**src/rtl/bin_to_gray.sv**
```systemverilog
// Combinational binary-to-reflected-Gray conversion, parametrised by width.
// Adjacent binary values, including the all-ones/zero wrap, differ in exactly one Gray bit.
module bin_to_gray #(
  parameter int WIDTH = 8
) (
  input  logic [WIDTH-1:0] bin_i,
  output logic [WIDTH-1:0] gray_o
);

  assign gray_o = bin_i ^ (bin_i >> 1);

endmodule

```
**src/rtl/gray_updown_counter.sv**
```systemverilog
// Up/down counter with registered binary and Gray outputs, optional saturation,
// and one-cycle wrap/saturation event pulses. Priority: reset, load, count, hold.
module gray_updown_counter #(
  parameter int WIDTH    = 8,
  parameter int SATURATE = 0
) (
  input  logic             clk_i,
  input  logic             rst_i,
  input  logic             ce_i,
  input  logic             dir_i,
  input  logic             load_i,
  input  logic [WIDTH-1:0] load_value_i,
  output logic [WIDTH-1:0] binary_o,
  output logic [WIDTH-1:0] gray_o,
  output logic             tc_o,
  output logic             wrap_o,
  output logic             sat_o
);

  localparam logic [WIDTH-1:0] ALL_ONES = '1;
  localparam logic [WIDTH-1:0] ONE      = {{(WIDTH-1){1'b0}}, 1'b1};

  // Power-up values match the reset state.
  logic [WIDTH-1:0] binary_q = '0;
  logic [WIDTH-1:0] gray_q   = '0;
  logic             wrap_q   = 1'b0;
  logic             sat_q    = 1'b0;

  logic [WIDTH-1:0] binary_d;
  logic [WIDTH-1:0] gray_d;
  logic             wrap_d;
  logic             sat_d;

  assign tc_o = dir_i ? (binary_q == ALL_ONES) : (binary_q == '0);

  always_comb begin
    // NOTE: every variable gets a default before any branch so no path leaves it unassigned (no latch).
    binary_d = binary_q;
    wrap_d   = 1'b0;
    sat_d    = 1'b0;
    if (load_i) begin
      binary_d = load_value_i;
    end else if (ce_i) begin
      if ((SATURATE != 0) && tc_o) begin
        sat_d = 1'b1;
      end else begin
        binary_d = dir_i ? (binary_q + ONE) : (binary_q - ONE);
        wrap_d   = (SATURATE == 0) && tc_o;
      end
    end
  end

  // Gray register is fed from the next-state binary, so both outputs update together.
  bin_to_gray #(.WIDTH(WIDTH)) u_bin_to_gray (
    .bin_i  (binary_d),
    .gray_o (gray_d)
  );

  always_ff @(posedge clk_i) begin
    // NOTE: non-blocking assignments keep every register sampling pre-edge values.
    if (rst_i) begin
      binary_q <= '0;
      gray_q   <= '0;
      wrap_q   <= 1'b0;
      sat_q    <= 1'b0;
    end else begin
      binary_q <= binary_d;
      gray_q   <= gray_d;
      wrap_q   <= wrap_d;
      sat_q    <= sat_d;
    end
  end

  assign binary_o = binary_q;
  assign gray_o   = gray_q;
  assign wrap_o   = wrap_q;
  assign sat_o    = sat_q;

`ifdef FORMAL
  logic past_valid_q = 1'b0;
  always_ff @(posedge clk_i) past_valid_q <= 1'b1;

  logic step_ok;
  logic step_blocked;
  assign step_ok      = !rst_i && !load_i && ce_i && ((SATURATE == 0) || !tc_o);
  assign step_blocked = !rst_i && !load_i && ce_i && (SATURATE != 0) && tc_o;

  a_reset: assert property (@(posedge clk_i)
    rst_i |=> (binary_o == '0) && (gray_o == '0) && !wrap_o && !sat_o);
  a_load: assert property (@(posedge clk_i)
    (!rst_i && load_i) |=> (binary_o == $past(load_value_i)) && !wrap_o && !sat_o);
  a_up: assert property (@(posedge clk_i)
    (step_ok && dir_i) |=> binary_o == $past(binary_o) + ONE);
  a_down: assert property (@(posedge clk_i)
    (step_ok && !dir_i) |=> binary_o == $past(binary_o) - ONE);
  a_hold: assert property (@(posedge clk_i)
    (!rst_i && !load_i && !ce_i) |=> $stable(binary_o) && $stable(gray_o) && !wrap_o && !sat_o);
  a_gray: assert property (@(posedge clk_i) gray_o == (binary_o ^ (binary_o >> 1)));
  a_one_bit: assert property (@(posedge clk_i)
    step_ok |=> $onehot(gray_o ^ $past(gray_o)));
  a_wrap: assert property (@(posedge clk_i) disable iff (!past_valid_q)
    wrap_o == $past(step_ok && tc_o && (SATURATE == 0)));
  a_sat: assert property (@(posedge clk_i) disable iff (!past_valid_q)
    sat_o == $past(step_blocked));
  a_sat_hold: assert property (@(posedge clk_i) step_blocked |=> $stable(binary_o));
`endif

endmodule

```
**config.mk**
```make
export PLATFORM = sky130hd
export DESIGN_NAME = gray_updown_counter
export DESIGN_NICKNAME = d
export VERILOG_FILES = /design/src/rtl/bin_to_gray.sv /design/src/rtl/gray_updown_counter.sv
export SDC_FILE = /design/constraint.sdc
export NUM_CORES = 1
export LEC_CHECK = 0
export ABC_AREA = 1
export BUFFER_PORTS_ARGS = -buffer_cell sky130_fd_sc_hd__buf_4
export CAP_MARGIN = 20
export CORE_UTILIZATION = 43
export CTS_BUF_LIST = sky130_fd_sc_hd__clkbuf_8
export CTS_CLUSTER_DIAMETER = 150
export DETAILED_ROUTE_END_ITERATION = 8
export GPL_TIMING_DRIVEN = 1
export PLACE_DENSITY_LB_ADDON = 0.08
export SETUP_SLACK_MARGIN = 0.5
export SYNTH_ARGS = -nofsm -noshare
export SYNTH_HDL_FRONTEND = slang
export SYNTH_SLANG_ARGS = --single-unit
```
**constraint.sdc**
```tcl
create_clock -name clk_i -period 2 [get_ports clk_i]
set_clock_uncertainty 0.2 [all_clocks]
set_input_delay 0.6 -clock clk_i [delete_from_list [all_inputs] [get_ports clk_i]]
set_output_delay 0.6 -clock clk_i [all_outputs]
set_load 0.01 [all_outputs]
```
==> run metrics, run 1 <==
capturing point of the worst reg2reg path gray_o[5]$_SDFF_PP0_; Initial Util 0.473; I/O pin total 32; worst hold path endpoint binary_o[3]$_SDFF_PP0_; DR vias/cell 5.24; Max Freq 0.450 GHz; Site Rows 17; Synthesized Nets 182; switching part of the total 0.339; worst-path maximum fanout 5; NetSw 0.397 mW; iteration-0 DRC count of the detailed router 14; combinational share of power 0.433; violations in the final reports negative setup slack; # clock sinks 16; max-slew violation count 0; Ys Warns 0; Setup WS post-layout -223 ps; TritonCTS clock tree done; first-pass iteration count of the detailed router 4; global-route wire length before repair 4320 um; fraction of the mapped netlist area in simple logic gates 0.395; number of antenna violations at the first check in global routing 0; # nets final 231; maximum number of pins on one net before global-route repair 12; Internal Dissipation 0.774 mW; cell type with the largest total area after synthesis dfxtp_1; Seq/Total Area, Yosys 0.295; vias in the first global route 1070; post-detail-place hpwl 2030 um; total vias in the final route 1248; netlist area before placement 0.00109 sq mm; number of nets with antenna violations after routing 0; xor/xnor share of the synthesized area 0.0161; number of cells traversed by the worst register-to-register path 12; cell with the largest stage delay on the worst path or2_4; origin of the worst setup path dir_i; total of buffers placed on input and output ports 30; chip height 52.3 um; outcome finished with violations; global placement routability congestion 0.804; die extent in x 52.3 um; Synth top cells by count nand2_1, nor2_1, inv_1, dfxtp_1, nand3_1; path class of the lowest-slack min-delay path input port to flop; post-synthesis sequential element count 16; total power 1.17 mW; maximum resistive drop on vdd 744 uV; type of the setup path with the least slack input port to flop; clock network power share 0.240; CP Data Required Time 1940 ps; total gr overflow 0; Skew-Pair Late Insertion Delay 250 ps; die area 0.00273 sq mm; area of the core 0.00230 sq mm; cell count of the worst hold path 2; share of the synthesized area in the top cell type 0.295; synthesized-area fraction occupied by ao, oa, aoi and oai cells 0.0922; Final Hold Vio Count 0; R2R Setup Slk 10 ps; dominant cells by area after synthesis dfxtp_1, nand2_1, ha_1; non-filler cells in the finished layout 238; Final Setup Violations 11; H-Tree Level Count 1; Flop pwr share 0.327; critical hold path startpoint rst_i; number of synthesized flops with an enable pin 0; DP Cell Count 225; number of diodes 0; list of cells traversed by the critical path buf_8 > clkinvlp_4 > buf_12 > ha_4 > or2_4 > nand3b_4 > nand2_2 > nand2_1 > nand3_1 > nand2_1 > nand2_2 > nor2_1 > nor2_2; post-synthesis instance total 162; DRC viols 0; Final min period 2220 ps; synthesized area per cell 6.70 sq um; Arr. time, crit path 2170 ps; clock-pin transition on the worst setup and hold timing paths 60 ps; setup repair after global routing missed its margin true; share of post-route cells with drive strength above 1 0.633; delay of the slowest critical-path stage 280 ps; Reg2Reg Launch Point binary_o[0]$_SDFF_PP0_; Avg WL per Cell 13.9 um; Setup WS pre-CTS -418 ps; Worst Setup Start Kind input port; async set or reset register ratio after synthesis 0; adder-cell share of the synthesized area 0.0876; most common cell in the netlist nand2_1; total CTS buffers 3; part of the cycle the worst path needs 1.11; mux cell area share after synthesis 0; areal power density over the cells 622 mW/mm^2; reported max-cap violation count 0; Setup crit end kind flop; number of distinct library cells after synthesis 27; Post-synth top flop dfxtp_1; final WL 3310 um; Hold Buf Count CTS 0; Synth-to-Final Area Change 73.4%; largest buffer count on any clock path 2; dominant combinational cell family by area after synthesis simple AND/OR/NAND/NOR gates; GR Util All Layers 0.213; clock tree root buffer cell clkbuf_8; leakage power 0.909 nW
worst max path at each step:
stage,endpoint,slack [ps],cells past startpoint
floorplan,gray_o[6]$_SDFF_PP0_,-90,12
global placement,gray_o[6]$_SDFF_PP0_,-380,13
detailed placement,gray_o[6]$_SDFF_PP0_,-420,13
CTS,gray_o[6]$_SDFF_PP0_,-130,13
global route,gray_o[6]$_SDFF_PP0_,-260,14
finish,gray_o[5]$_SDFF_PP0_,-220,13
metal layers:
| metal | vias up | global-route usage | share of wire |
|---|---|---|---|
| li1 | 604 | - | - |
| met1 | 584 | 0.252 | 0.41 |
| met2 | 58 | 0.395 | 0.52 |
| met3 | 2 | 0.0609 | 0.072 |
| met4 | 0 | 0.0132 | 0.0045 |
| met5 | - | 0 | 0 |
flip-flops by register name, summed over array words and instances, names as in the netlist:
name / cells
gray_o: 7
wrap_o: 1
binary_o: 8
through the flow:
step	util	hold WS [ps]	area (sq um)	TNS, ps
after floorplan	-	383	1100	-380
after global placement	0.606	395	1390	-3520
after detailed placement	0.606	397	1390	-4160
after CTS	0.670	382	1540	-730
after global routing	0.820	385	1880	-1960
final	0.820	386	1880	-1190
area by class of cell:
| type | instances | area [sq um] |
|---|---|---|
| Clock buffer | 4 | 55.1 |
| Fill cell | 137 | 414 |
| Sequential cell | 16 | 348 |
| Multi-Input combinational cell | 121 | 912 |
| Tap cell | 28 | 35.0 |
| Inverter | 20 | 81.3 |
| Timing Repair Buffer | 49 | 452 |
power groups by stage:
stage | Clock (mW) | Combinational [mW] | Sequential [mW]
after floorplan | 0 | 0.200 | 0.392
after global placement | 0 | 0.331 | 0.381
after detailed placement | 0 | 0.338 | 0.380
after CTS | 0.283 | 0.359 | 0.377
after global routing | 0.297 | 0.545 | 0.386
final | 0.281 | 0.506 | 0.383
repair_timing:
| item | CTS | global route |
|---|---|---|
| resized for setup | 29 | 73 |
| hold endpoints to repair | 0 | 0 |
| endpoints found under the setup margin | 24 | 26 |
| pin swaps | 2 | 35 |
| setup buffers | 2 | 7 |
worst max-delay path, delay by kind of cell:
| family | cells | cell delay, ps |
|---|---|---|
| buffers and inverters | 3 | 420 |
| adders and majority gates | 1 | 230 |
| and+or+nand+nor | 9 | 900 |
placed cells by master (no fill, tap or decap), types with 7 or more instances in the layout:
cell,instances
inv_1,12
nand2_2,18
nor2_1,14
nor2_2,8
buf_6,17
nand2_4,9
nand2_1,22
nand3_1,7
a21oi_1,7
buf_4,30
logic make-up after synthesis:
group | after synthesis
buf+inv | 25
other cells | 1
fa+ha+maj | 7
compound gates | 17
flops | 16
simple gates | 94
xor+xnor | 2
No activity file was read; power rests on OpenSTA's default activity.
==> run 2: changes to the inputs <==
--- a/config.mk
+++ b/config.mk
@@ -6,7 +6,7 @@
 export NUM_CORES = 1
 export LEC_CHECK = 0
 export ABC_AREA = 1
-export BUFFER_PORTS_ARGS = -buffer_cell sky130_fd_sc_hd__buf_4
+export BUFFER_PORTS_ARGS = -buffer_cell sky130_fd_sc_hd__buf_2
 export CAP_MARGIN = 20
 export CORE_UTILIZATION = 43
 export CTS_BUF_LIST = sky130_fd_sc_hd__clkbuf_8
==> run 2 against run 1 <==
Net effect: the run still ends with negative setup slack left; sequential power barely moved; sequential share of layout area rose by 1.1 points; flip-flop and latch count did not move; core utilization fell by 4.2 points; hold slack improved by 66 ps; register-to-register slack got worse by 20 ps; power fell by 4.7%; critical endpoint is now tc_o; final area fell by 5.2%; first-iteration DRC count rose by 130%; routed wire length fell by 4.0%.
==> run metrics, run 2 (synthesized netlist as in run 1, its figures left out) <==
total gr overflow 0; Reg2Reg Launch Point binary_o[0]$_SDFF_PP0_; TNS Setup -584 ps; # clock sinks 16; Setup crit end kind output port; capturing point of the worst reg2reg path gray_o[5]$_SDFF_PP0_; max-slew violation count 0; origin of the worst setup path dir_i; maximum number of pins on one net before global-route repair 12; die area 0.00273 sq mm; reported max-cap violation count 0; number of nets with antenna violations after routing 0; violations in the final reports negative setup slack; number of cells traversed by the worst register-to-register path 12; post-detail-place hpwl 2070 um; # nets final 234; I/O pin total 32; maximum resistive drop on vdd 736 uV; total of buffers placed on input and output ports 30; Synth-to-Final Area Change 64.4%; total power 1.12 mW; share of post-route cells with drive strength above 1 0.577; Final min period 2160 ps; die extent in x 52.3 um; chip height 52.3 um; area of the core 0.00230 sq mm; flip-flop count of the largest register, all copies and words added 8; setup repair after global routing missed its margin true; end of the critical path tc_o; clock-pin transition on the worst setup and hold timing paths 60 ps; number of diodes 0; non-filler cells in the finished layout 241; Setup WS post-layout -162 ps; outcome finished with violations; most common cell after layout, fill and taps aside nand2_1; DP Cell Count 227; DRC viols 0; Hold Buf Count CTS 0; path class of the lowest-slack min-delay path input port to flop; TritonCTS clock tree done; first-pass iteration count of the detailed router 4; Initial Util 0.473; Final Hold Vio Count 0; Skew-Pair Late Insertion Delay 250 ps; largest buffer count on any clock path 2; global-route wire length before repair 4670 um; Final Setup Violations 7; CP Data Required Time 1200 ps; vias in the first global route 1103; top library cells by usage in the layout, fill and taps aside nand2_1, buf_2, buf_6; clock tree root buffer cell clkbuf_8; total vias in the final route 1246; iteration-0 DRC count of the detailed router 32; number of antenna violations at the first check in global routing 0; final WL 3180 um; type of the setup path with the least slack input port to output port; leakage power 0.877 nW; register cell area after layout 349 sq um; areal power density over the cells 625 mW/mm^2; Worst Setup Start Kind input port; DR vias/cell 5.17; global placement routability congestion 0.809; count of fill cells added during filler insertion 167; area of the multi-input gates 847 sq um; total CTS buffers 3; Avg WL per Cell 13.2 um; H-Tree Level Count 1; part of the cycle the worst path needs 1.08; Site Rows 17; GR Util All Layers 0.232; worst slack on hold paths 452 ps; R2R Setup Slk -10 ps; Max Freq 0.462 GHz; Arr. time, crit path 1360 ps; worst-path maximum fanout 3
==> run 2: worst max-delay path: stages <==
cell      delay (ps)
buf_8             90
buf_6            100
nand2_4           40
inv_2             50
nand3_2           70
nand3b_1         210
nand2_2           90
buf_6            100
==> run 2: power breakdown <==
part	total [mW]	internal (mW)	leakage (nW)	switching [mW]
Sequential	0.381	0.351	0.138	0.0300
Clock	0.278	0.174	0.0288	0.104
Combinational	0.456	0.223	0.711	0.234
==> run 2: per-layer routing <==
layer,GRT usage,part of all wire,vias to the layer above
met3,0.0522,0.064,8
met1,0.272,0.39,579
li1,-,-,607
met5,0,0,-
met2,0.436,0.54,52
met4,0.0263,0.012,0
==> run 2: final cells by class <==
type	instances	share of cell area
clock buffer	4	0.0308
inverter	20	0.0441
multi-input combinational	121	0.474
sequential	16	0.196
tap	28	0.0196
timing repair buffer	52	0.235
==> run 2: how the worst min path moves through the flow <==
stage | startpoint | endpoint | slack, ps | cells past startpoint
after floorplan | binary_o[2]$_SDFF_PP0_ | wrap_o$_SDFF_PP0_ | 380 | 2
after CTS | binary_o[2]$_SDFF_PP0_ | wrap_o$_SDFF_PP0_ | 390 | 2
after global routing | rst_i | binary_o[5]$_SDFF_PP0_ | 460 | 2
after global placement | binary_o[2]$_SDFF_PP0_ | wrap_o$_SDFF_PP0_ | 400 | 2
after detailed placement | binary_o[2]$_SDFF_PP0_ | wrap_o$_SDFF_PP0_ | 390 | 2
final | rst_i | binary_o[5]$_SDFF_PP0_ | 450 | 2
==> run 2: through the flow <==
| stage | instance area (sq um) | setup slack, ps | util |
|---|---|---|---|
| 2_1_floorplan | 1100 | -93.4 | - |
| 3_5_place_dp | 1330 | -408 | 0.580 |
| 4_1_cts | 1510 | -132 | 0.656 |
| 6_report | 1790 | -162 | 0.777 |
| 3_3_place_gp | 1330 | -369 | 0.580 |
| 5_1_grt | 1790 | -239 | 0.777 |
==> run 2: what timing repair did <==
action	in CTS	in global routing
setup endpoints to repair	24	27
pin swaps	1	25
resized for setup	29	56
buffers inserted	3	7
cloned	0	0
==> run 3: changes to the inputs <==
--- a/config.mk
+++ b/config.mk
@@ -17,4 +17,5 @@
 export SETUP_SLACK_MARGIN = 0.5
 export SYNTH_ARGS = -nofsm -noshare
 export SYNTH_HDL_FRONTEND = slang
+export SYNTH_HIERARCHICAL = 1
 export SYNTH_SLANG_ARGS = --single-unit
==> run 3 against run 2 <==
Net effect: the flow still finishes with violations (negative setup slack); clock power is 6% lower; non-clock buffer count is 4 higher; setup slack worse by 46 ps; cell count is 12% higher; synthesized cell count is 15% higher; sequential power is 5.2% higher; combinational power is 8.3% higher; critical path depth is 10 higher; routed wire length is 5.8% higher; count of clock-buffer cells in the layout is 1 lower; critical path type is now input port to flop; largest cell class unchanged; highest routed layer unchanged.
==> run metrics, run 3 <==
total CTS buffers 3; violations in the final reports negative setup slack; number of nets with antenna violations after routing 0; clock tree root buffer cell clkbuf_8; Setup crit end kind flop; non-filler cells in the finished layout 270; type of the setup path with the least slack input port to flop; count of fill cells added during filler insertion 179; combinational share of power 0.427; DR vias/cell 4.93; Bufs and invs on worst path 6; Flop pwr share 0.347; Ys Warns 6; most common cell in the netlist nand2_1; first-pass iteration count of the detailed router 4; delay of the slowest critical-path stage 290 ps; Internal Dissipation 0.756 mW; post-synthesis instance total 186; Synth-to-Final Area Change 65.3%; die extent in x 53.7 um; reported max-cap violation count 0; clock-pin transition on the worst setup and hold timing paths 70 ps; TNS Setup -1470 ps; maximum number of pins on one net before global-route repair 17; async set or reset register ratio after synthesis 0; area of the multi-input gates 847 sq um; list of cells traversed by the critical path buf_8 > clkinvlp_4 > buf_12 > buf_12 > ha_4 > nand2_4 > nor2_4 > nand3_2 > nand2_1 > nand2_1 > nand3_2 > nand2_2 > nand2_2 > inv_1 > nand2_1 > nand2_1 > inv_1 > nor2_1; Seq/Total Area, Yosys 0.296; origin of the worst setup path dir_i; area of the core 0.00250 sq mm; Synth top cells by count nand2_1, inv_1, nor2_1, dfxtp_1, a21oi_1; Post-synth top flop dfxtp_1; R2R Setup Slk -70 ps; clock network power share 0.226; setup repair after global routing missed its margin true; post-synthesis sequential element count 17; number of antenna violations at the first check in global routing 0; Worst Setup Start Kind input port; switching part of the total 0.346; final core occ 0.761; register cell area after layout 368 sq um; # clock sinks 17; max-slew violation count 0; number of distinct library cells after synthesis 26; Synthesized Nets 206; maximum resistive drop on vdd 591 uV; Avg WL per Cell 12.5 um; cell with the largest stage delay on the worst path ha_4; die area 0.00289 sq mm; total vias in the final route 1332; H-Tree Level Count 1; critical hold path startpoint load_value_i[0]; GR Util All Layers 0.248; NetSw 0.400 mW; Max Freq 0.453 GHz; number of synthesized flops with an enable pin 0; capturing point of the worst reg2reg path gray_o[3]$_SDFF_PP0_; outcome finished with violations; worst hold path endpoint binary_o[0]$_SDFF_PP0_; Initial Util 0.460; leakage power 0.998 nW; worst-path maximum fanout 6; Reg2Reg Launch Point binary_o[1]$_SDFF_PP0_; number of cells traversed by the worst register-to-register path 16; # nets final 261; top library cells by usage in the layout, fill and taps aside nand2_1, inv_1, nor2_1; Final min period 2210 ps; most common cell after layout, fill and taps aside nand2_1; share of the synthesized area in the top cell type 0.296; dominant cells by area after synthesis dfxtp_1, nand2_1, inv_1; Final Setup Violations 13; global placement routability congestion 0.814; CP Data Required Time 1940 ps; total of buffers placed on input and output ports 30; cell count of the worst hold path 3; Arr. time, crit path 2140 ps; netlist area before placement 0.00115 sq mm; areal power density over the cells 607 mW/mm^2; iteration-0 DRC count of the detailed router 24; post-detail-place hpwl 2180 um; total gr overflow 0; share of post-route cells with drive strength above 1 0.517; TritonCTS clock tree done; global-route wire length before repair 5090 um; chip height 53.7 um; path class of the lowest-slack min-delay path input port to flop; cell family contributing the most delay on the critical path simple AND/OR/NAND/NOR gates; part of the cycle the worst path needs 1.10; synthesized area per cell 6.19 sq um; cell type with the largest total area after synthesis dfxtp_1; most numerous cell on the critical path nand2_1; Setup WS post-layout -208 ps; I/O pin total 32; DRC viols 0; Final Hold Vio Count 0; largest buffer count on any clock path 2; final WL 3370 um; Site Rows 18; Skew-Pair Late Insertion Delay 250 ps; number of diodes 0; DP Cell Count 253; vias in the first global route 1231
## run 3: worst min-delay path, cell delays in order
cell	delay, ps
buf_2	100
nand2_1	70
a21oi_1	60
## run 3: what timing repair did
action | 4_1_cts | 5_1_grt
hold buffers | 0 | 0
pin swaps | 24 | 15
endpoints found under the setup margin | 24 | 33
gates resized for setup | 40 | 36
hold endpoints to repair | 0 | 0
buffers inserted | 9 | 4
## run 3: per-layer routing
metal / part of all wire / vias up / track usage
met4: 0.011 / 0 / 0.0658
met3: 0.042 / 6 / 0.0565
met2: 0.53 / 40 / 0.481
met5: 0 / - / 0
li1: - / 673 / -
met1: 0.42 / 613 / 0.261
## run 3: cells by family (layout without fill, tap and decap cells)
family                     Yosys count  count (layout)  share of synthesized area
AOI/OAI and AO/OA                   16              16                     0.0815
and+or+nand+nor                    104             104                      0.377
buffers and inverters               38              92                      0.137
xor gates and xnor gates             3               3                     0.0228
other                                1               1                    0.00326
adders and majority gates            7               7                     0.0826
DFF                                 17              17                      0.296
## run 3: stage by stage
step                      hold slack (ps)  cell area (sq um)  total power, mW  setup WS (ps)
after floorplan                       419               1200            0.634           -234
after global placement                439               1450            0.741           -525
after detailed placement              476               1450            0.750           -563
after CTS                             400               1740             1.10           -214
after global routing                  432               1900             1.24           -328
final                                 406               1900             1.16           -208
## run 3: final cells by class
class,count,area share
clock buffer,3,0.0217
clock inverter,1,0.00263
inverter,32,0.0651
multi-input combinational,131,0.445
sequential,17,0.193
tap,30,0.0197
timing repair buffer,56,0.252
## run 3: power by group through the flow
stage	registers, mW	clock network [mW]	logic (mW)
4_1_cts	0.396	0.271	0.432
6_report	0.401	0.261	0.494
3_3_place_gp	0.399	0	0.342
3_5_place_dp	0.401	0	0.349
5_1_grt	0.404	0.284	0.549
2_1_floorplan	0.415	0	0.220
## run 3: worst max path at each step
| stage | to | slack (ps) | cells after the start |
|---|---|---|---|
| 6_report | gray_o[6]$_SDFF_PP0_ | -210 | 18 |
| 2_1_floorplan | gray_o[7]$_SDFF_PP0_ | -230 | 13 |
| 3_5_place_dp | gray_o[4]$_SDFF_PP0_ | -560 | 16 |
| 5_1_grt | gray_o[5]$_SDFF_PP0_ | -330 | 17 |
| 3_3_place_gp | gray_o[3]$_SDFF_PP0_ | -520 | 16 |
| 4_1_cts | gray_o[4]$_SDFF_PP0_ | -210 | 17 |
